[src/rtl/joker_spi_arb_if.sv]
// Wishbone link used between the SPI arbiter, its two requesters and the SPI core.
//
// Handshake: a beat is offered while cyc && stb are high, and the request
// fields (we, adr, dat_w, sel) stay stable until the responder ends that beat
// by raising ack (or err) for exactly one cycle, combinationally with stb.
// dat_r carries read data and means something only in the ack cycle. lock is
// a requester-side hint that asks the arbiter to keep this link's grant after
// cyc falls.
interface joker_spi_arb_if;
  logic        cyc;
  logic        stb;
  logic        we;
  logic        lock;
  logic [4:0]  adr;
  logic [31:0] dat_w;
  logic [3:0]  sel;
  logic        ack;
  logic        err;
  logic [31:0] dat_r;

  // Requester side: drives the beat and lock, receives the response.
  modport master (
    output cyc, stb, we, lock, adr, dat_w, sel,
    input  ack, err, dat_r
  );

  // Responder side: receives the beat and lock, drives the response.
  modport slave (
    input  cyc, stb, we, lock, adr, dat_w, sel,
    output ack, err, dat_r
  );
endinterface

[src/rtl/joker_spi_arb.sv]
// Two-port round-robin Wishbone arbiter in front of the shared SPI master core.
// Port 0 is the USB command path, port 1 an on-chip requester. The owner may
// hold the core across several Wishbone cycles with lock so a chip-select
// frame is never interleaved, and a watchdog aborts a beat the core never
// acknowledges.
module joker_spi_arb #(
  parameter int TIMEOUT = 4095
) (
  input  logic             clk,
  input  logic             reset,
  joker_spi_arb_if.slave   m0,
  joker_spi_arb_if.slave   m1,
  joker_spi_arb_if.master  s,
  output logic [1:0]       grant,
  output logic             busy,
  output logic [1:0]       dbg_state
);

  localparam int CNT_W = (TIMEOUT < 1) ? 1 : $clog2(TIMEOUT + 1);

  typedef enum logic [1:0] {
    ST_IDLE  = 2'd0,
    ST_OWN0  = 2'd1,
    ST_OWN1  = 2'd2,
    ST_ABORT = 2'd3
  } state_t;

  state_t           state;
  state_t           state_nxt;
  // Port granted most recently; in OWN/ABORT it is also the current owner.
  logic             last;
  logic             last_nxt;
  logic [CNT_W-1:0] wd_cnt;
  logic [CNT_W-1:0] wd_cnt_nxt;
  logic             wd_fire;
  logic             own_cyc;

  // The counter only ever reaches TIMEOUT in the cycle it fires, so the
  // compare is itself the registered one-cycle abort pulse.
  assign wd_fire = (wd_cnt == CNT_W'(TIMEOUT));
  assign own_cyc = last ? m1.cyc : m0.cyc;

  // State, round-robin pointer and watchdog counter registers.
  always_ff @(posedge clk) begin
    if (reset) begin
      state  <= ST_IDLE;
      last   <= 1'b1;
      wd_cnt <= '0;
    end else begin
      state  <= state_nxt;
      last   <= last_nxt;
      wd_cnt <= wd_cnt_nxt;
    end
  end

  // Next state: arbitrate only from IDLE, release on cyc and lock both low,
  // abort on watchdog, and leave ABORT once the owner drops cyc.
  always_comb begin
    state_nxt = state;
    last_nxt  = last;
    unique case (state)
      ST_IDLE: begin
        if (m0.cyc && m1.cyc) begin
          if (last) begin
            state_nxt = ST_OWN0;
            last_nxt  = 1'b0;
          end else begin
            state_nxt = ST_OWN1;
            last_nxt  = 1'b1;
          end
        end else if (m0.cyc) begin
          state_nxt = ST_OWN0;
          last_nxt  = 1'b0;
        end else if (m1.cyc) begin
          state_nxt = ST_OWN1;
          last_nxt  = 1'b1;
        end
      end
      ST_OWN0: begin
        if (wd_fire) begin
          state_nxt = ST_ABORT;
        end else if (!m0.cyc && !m0.lock) begin
          state_nxt = ST_IDLE;
        end
      end
      ST_OWN1: begin
        if (wd_fire) begin
          state_nxt = ST_ABORT;
        end else if (!m1.cyc && !m1.lock) begin
          state_nxt = ST_IDLE;
        end
      end
      ST_ABORT: begin
        // lock is deliberately ignored here: an aborted owner must let go.
        if (!own_cyc) begin
          state_nxt = ST_IDLE;
        end
      end
      default: state_nxt = ST_IDLE;
    endcase
  end

  // Watchdog: counts consecutive cycles with stb high and no ack; an ack in
  // the cycle it would reach TIMEOUT clears it first.
  always_comb begin
    wd_cnt_nxt = wd_cnt + CNT_W'(1);
    if (wd_fire || !s.stb || s.ack) begin
      wd_cnt_nxt = '0;
    end
  end

  // Slave bus mux: the owner's beat passes straight through, else all zero.
  always_comb begin
    s.cyc   = 1'b0;
    s.stb   = 1'b0;
    s.we    = 1'b0;
    s.adr   = '0;
    s.dat_w = '0;
    s.sel   = '0;
    unique case (state)
      ST_OWN0: begin
        s.cyc   = m0.cyc;
        s.stb   = m0.stb;
        s.we    = m0.we;
        s.adr   = m0.adr;
        s.dat_w = m0.dat_w;
        s.sel   = m0.sel;
      end
      ST_OWN1: begin
        s.cyc   = m1.cyc;
        s.stb   = m1.stb;
        s.we    = m1.we;
        s.adr   = m1.adr;
        s.dat_w = m1.dat_w;
        s.sel   = m1.sel;
      end
      default: ;
    endcase
  end

  // The core has no notion of bus locking.
  assign s.lock = 1'b0;

  // Responses reach only the owner; read data is broadcast and qualified by ack.
  always_comb begin
    m0.ack = 1'b0;
    m0.err = 1'b0;
    m1.ack = 1'b0;
    m1.err = 1'b0;
    if (state == ST_OWN0) begin
      m0.ack = s.ack;
      m0.err = s.err | wd_fire;
    end
    if (state == ST_OWN1) begin
      m1.ack = s.ack;
      m1.err = s.err | wd_fire;
    end
  end

  assign m0.dat_r = s.dat_r;
  assign m1.dat_r = s.dat_r;

  // One-hot owner view; an aborted owner still holds the core until it lets go.
  always_comb begin
    grant = 2'b00;
    unique case (state)
      ST_OWN0:  grant = 2'b01;
      ST_OWN1:  grant = 2'b10;
      ST_ABORT: grant = last ? 2'b10 : 2'b01;
      default:  grant = 2'b00;
    endcase
  end

  assign busy      = |grant;
  assign dbg_state = state;

endmodule

[src/flat_wrapper.sv]
// flat-port wrapper written by rule: the top's interface ports become plain ports
module joker_spi_arb_flat 
#(
  parameter int TIMEOUT = 4095
)
  (clk, reset, grant, busy, dbg_state, m0_cyc, m0_stb, m0_we, m0_lock, m0_adr, m0_dat_w, m0_sel, m0_ack, m0_err, m0_dat_r, m1_cyc, m1_stb, m1_we, m1_lock, m1_adr, m1_dat_w, m1_sel, m1_ack, m1_err, m1_dat_r, s_cyc, s_stb, s_we, s_lock, s_adr, s_dat_w, s_sel, s_ack, s_err, s_dat_r);
  joker_spi_arb_if m0_i ();
  joker_spi_arb_if m1_i ();
  joker_spi_arb_if s_i ();
  input  logic clk;
  input  logic reset;
  output logic [1:0] grant;
  output logic busy;
  output logic [1:0] dbg_state;
  input wire logic [$bits(m0_i.cyc)-1:0] m0_cyc;
  input wire logic [$bits(m0_i.stb)-1:0] m0_stb;
  input wire logic [$bits(m0_i.we)-1:0] m0_we;
  input wire logic [$bits(m0_i.lock)-1:0] m0_lock;
  input wire logic [$bits(m0_i.adr)-1:0] m0_adr;
  input wire logic [$bits(m0_i.dat_w)-1:0] m0_dat_w;
  input wire logic [$bits(m0_i.sel)-1:0] m0_sel;
  output wire logic [$bits(m0_i.ack)-1:0] m0_ack;
  output wire logic [$bits(m0_i.err)-1:0] m0_err;
  output wire logic [$bits(m0_i.dat_r)-1:0] m0_dat_r;
  input wire logic [$bits(m1_i.cyc)-1:0] m1_cyc;
  input wire logic [$bits(m1_i.stb)-1:0] m1_stb;
  input wire logic [$bits(m1_i.we)-1:0] m1_we;
  input wire logic [$bits(m1_i.lock)-1:0] m1_lock;
  input wire logic [$bits(m1_i.adr)-1:0] m1_adr;
  input wire logic [$bits(m1_i.dat_w)-1:0] m1_dat_w;
  input wire logic [$bits(m1_i.sel)-1:0] m1_sel;
  output wire logic [$bits(m1_i.ack)-1:0] m1_ack;
  output wire logic [$bits(m1_i.err)-1:0] m1_err;
  output wire logic [$bits(m1_i.dat_r)-1:0] m1_dat_r;
  output wire logic [$bits(s_i.cyc)-1:0] s_cyc;
  output wire logic [$bits(s_i.stb)-1:0] s_stb;
  output wire logic [$bits(s_i.we)-1:0] s_we;
  output wire logic [$bits(s_i.lock)-1:0] s_lock;
  output wire logic [$bits(s_i.adr)-1:0] s_adr;
  output wire logic [$bits(s_i.dat_w)-1:0] s_dat_w;
  output wire logic [$bits(s_i.sel)-1:0] s_sel;
  input wire logic [$bits(s_i.ack)-1:0] s_ack;
  input wire logic [$bits(s_i.err)-1:0] s_err;
  input wire logic [$bits(s_i.dat_r)-1:0] s_dat_r;
  assign m0_i.cyc = m0_cyc;
  assign m0_i.stb = m0_stb;
  assign m0_i.we = m0_we;
  assign m0_i.lock = m0_lock;
  assign m0_i.adr = m0_adr;
  assign m0_i.dat_w = m0_dat_w;
  assign m0_i.sel = m0_sel;
  assign m0_ack = m0_i.ack;
  assign m0_err = m0_i.err;
  assign m0_dat_r = m0_i.dat_r;
  assign m1_i.cyc = m1_cyc;
  assign m1_i.stb = m1_stb;
  assign m1_i.we = m1_we;
  assign m1_i.lock = m1_lock;
  assign m1_i.adr = m1_adr;
  assign m1_i.dat_w = m1_dat_w;
  assign m1_i.sel = m1_sel;
  assign m1_ack = m1_i.ack;
  assign m1_err = m1_i.err;
  assign m1_dat_r = m1_i.dat_r;
  assign s_cyc = s_i.cyc;
  assign s_stb = s_i.stb;
  assign s_we = s_i.we;
  assign s_lock = s_i.lock;
  assign s_adr = s_i.adr;
  assign s_dat_w = s_i.dat_w;
  assign s_sel = s_i.sel;
  assign s_i.ack = s_ack;
  assign s_i.err = s_err;
  assign s_i.dat_r = s_dat_r;
  joker_spi_arb #(.TIMEOUT(TIMEOUT)) u_core (.clk(clk), .reset(reset), .m0(m0_i), .m1(m1_i), .s(s_i), .grant(grant), .busy(busy), .dbg_state(dbg_state));
endmodule
[config.mk]
export PLATFORM = sky130hd
export DESIGN_NAME = joker_spi_arb_flat
export DESIGN_NICKNAME = d
export VERILOG_FILES = /design/src/rtl/joker_spi_arb_if.sv /design/src/rtl/joker_spi_arb.sv /design/src/flat_wrapper.sv
export SDC_FILE = /design/constraint.sdc
export NUM_CORES = 1
export LEC_CHECK = 0
export ABC_AREA = 1
export BUFFER_PORTS_ARGS = -buffer_cell sky130_fd_sc_hd__buf_2
export CORE_AREA = 2 2 95 97
export CTS_BUF_LIST = sky130_fd_sc_hd__clkbuf_16
export DETAILED_ROUTE_END_ITERATION = 8
export DIE_AREA = 0 0 97 99
export GPL_ROUTABILITY_DRIVEN = 1
export PLACE_DENSITY = 0.64
export SYNTH_ARGS = -nofsm -noshare
export SYNTH_HDL_FRONTEND = slang
export SYNTH_SLANG_ARGS = --single-unit
export TNS_END_PERCENT = 30
[constraint.sdc]
create_clock -name clk -period 1.86 [get_ports clk]
set_input_delay 0.558 -clock clk [delete_from_list [all_inputs] [get_ports clk]]
set_output_delay 0.558 -clock clk [all_outputs]
set_load 0.05 [all_outputs]
==> impl_metrics.toml <==
[logic_synthesis]
yosys.area.top_type_share_pct = 24.55
yosys-top-cells-area = "buf_4 25%, nand2_1 22%, dfxtp_1 15%"
postSynthAreaPerCell_um2 = 5.833
yosys_warnings = 0
syn_inst = 346
yosysTopAreaCell = "buf_4"
ys_seq_area_share_pct = 14.88
synth-seq-cells = 15
async_flop_share_pct = 0
post_synth_num_cell_types = 27
synth_ff_type = "dfxtp_1"
syn_area_um2 = 2018
synth_fp_nets = 478
synth_edf_count = 0

[placement]
gp_congestion = 0.8038
dpl_cell_area_um2 = 3078
dp_slack_ns = -0.1342
io_buffers = 146
place_hpwl_um = 6075

[floorplanning]
initial_core_util_pct = 23.60
rows = 34
fp.dieW_um = 97
die_area_um2 = 9603
die_height_um = 99
io_pins = 244
core_area_um2 = 8551

[global_routing]
track_usage_pct = 16.16
overflow = 0
grt_max_degree = 33
grt_pass1_wl_um = 12940
antenna_found_initial = 0
grt_pass1_vias = 2678

[cells_and_area]
drive_above_1_share_pct = 56.28
area_growth_syn_to_layout_pct = 88.22
mostFrequentLayoutCell = "nand2_1"
mostFrequentLayoutCells = "117 x nand2_1, 96 x buf_2, 50 x buf_6, 44 x a21oi_4, 19 x nor2_1"
final_area_um2 = 3799
final_nets = 579
diodes = 0

[worst_setup_path]
max_stage_delay_ns = 0.37
arrival_ns = 1.60
path_class = "reg -> out"
critPathMaxFanout = 5
cp.required_ns = 1.30
path_cells = "clkinvlp_4 > ha_4 > inv_6 > clkbuf_16 > a21oi_4 > buf_6"
crit_path_end_kind = "output pin"
worst_path_max_delay_cell = "dfxtp_4"
crit_path_start_kind = "flip-flop"

[power]
combPwrFrac_pct = 87.5
power.share.clock_pct = 6.3
power.density_nw_per_um2 = 1714
p_int_mw = 2.948
p_switching_mw = 3.563
swShare_pct = 54.73
power.share.sequential_pct = 6.2
p_leak_nw = 1.512
max-vdd-ir-drop_uv = 649.6

[clocking]
cts-buffers-inserted = 3
path_clk_slew_ns = 0.05
clkLatencyLatePin_ns = 0.24
cts_root_buf = "clkbuf_16"
cts_hold_buf = 0
clockBufferDepth = 2
cts.sinks = 15
cts-htree-levels = 1
cts_tree = "yes"

[detailed_routing]
first_pass_iters = 4
drt_first_iter_violations = 51
vias = 2516
wl_per_cell_um = 14.83
drc = 0
antenna_left = 0
drt_wl_total_um = 8216
viasPerCell = 4.542

[min_path]
hp-class = "reg -> reg"

[timing]
rsz0062_at_grt = "true"
finalHoldViolations = 0
finalMaxSlewViolations = 0
fin_crit_ns = 2.159
setup_viol_count_final = 49
max_freq_ghz = 0.4631
finalWorstSetupSlack_ns = -0.2994
post-route-period-util_pct = 116.1
clock_skew_ns = 0.0006793

[outcome]
status = "complete, but fails checks"
violations = "setup timing"

[job]
drv_cap = 0
==> cell type report <==
type / instances / area (um^2)
Fill cell: 841 / 4752
Timing Repair inverter: 1 / 8.758
Multi-Input combinational cell: 231 / 1674
Tap cell: 108 / 135.1
Clock inverter: 1 / 5.005
Timing Repair Buffer: 175 / 1499
Inverter: 20 / 93.84
Clock buffer: 3 / 75.07
Sequential cell: 15 / 307.8
==> flip-flops by register name, indices dropped and copies added (netlist names) <==
signal / flops
u_core.wd_cnt: 12
u_core.dbg_state: 2
u_core.last: 1
==> power by group through the flow <==
stage	logic [mW]	registers (mW)	clock network, mW
after global routing	5.97	0.409	0.435
after detailed placement	4.36	0.392	0
after global placement	4.30	0.390	0
after floorplan	3.55	0.467	0
final	5.70	0.402	0.412
after CTS	5.55	0.400	0.421
==> critical path, delay by kind of cell (launching register included) <==
kind,cells,cell delay [ns]
flip-flops,1,0.37
AO/OA/AOI/OAI,1,0.12
buffers and inverters,4,0.51
adder cells (fa/ha/maj),1,0.35
==> per-layer routing <==
metal	wire length [um]	vias to the layer above	GRT usage (%)
met1	2982	1160	16.93
li1	-	1225	-
met3	554	16	3.688
met4	130	0	4.659
met2	4549	115	31.94
met5	0	-	0
==> stage by stage <==
| stage | total power, mW | util [%] | hold slack (ns) | cells | setup TNS (ns) |
|---|---|---|---|---|---|
| floorplan | 4.019 | - | 0.4417 | 346 | -8.776 |
| global placement | 4.690 | 36.00 | 0.4659 | 541 | -2.265 |
| detailed placement | 4.748 | 36.00 | 0.4793 | 541 | -3.871 |
| CTS | 6.373 | 43.33 | 0.4864 | 552 | -12.42 |
| global route | 6.818 | 44.42 | 0.5385 | 554 | -15.12 |
| finish | 6.511 | 44.42 | 0.4888 | 554 | -12.57 |
==> synthesized netlist by cell type (3+ instances only) <==
| master | instances |
|---|---|
| buf_4 | 66 |
| dfxtp_1 | 15 |
| inv_1 | 17 |
| nor2_1 | 19 |
| clkbuf_1 | 3 |
| o21ai_0 | 4 |
| ha_1 | 6 |
| nand2_1 | 120 |
| a21oi_1 | 52 |
| nor3_1 | 5 |
| nand3_1 | 5 |
| buf_2 | 10 |
| inv_2 | 3 |
| nand4_1 | 3 |
==> repair_timing <==
action	CTS	global route
resized for setup	123	10
pin swaps	4	1
gates cloned	4	2
setup buffers	3	0
hold endpoints to repair	0	0
endpoints found under the setup margin	50	58
==> worst paths after layout <==
kind / startpoint / end / slack, ns / cells past startpoint
worst max register to register: u_core.dbg_state[0] / u_core.wd_cnt[10] / 0.15 / 8
worst min register to register: u_core.wd_cnt[9] / u_core.wd_cnt[9] / 0.49 / 2
worst min-delay path: u_core.wd_cnt[9] / u_core.wd_cnt[9] / 0.49 / 2
worst max-delay path: u_core.dbg_state[0] / s_dat_w[31] / -0.30 / 6
==> kinds of logic (layout without fill, tap and decap cells) <==
| family | Yosys count | after routing | synth area share, % |
|---|---|---|---|
| compound gates | 60 | 60 | 15.50 |
| xor+xnor | 2 | 2 | 0.8681 |
| fa+ha+maj | 6 | 6 | 3.720 |
| buf+inv | 100 | 200 | 31.49 |
| flops | 15 | 15 | 14.88 |
| other cells | 1 | 1 | 0.1858 |
| simple gates | 162 | 162 | 33.35 |
Note: power is estimated with default switching activity, not from simulation.
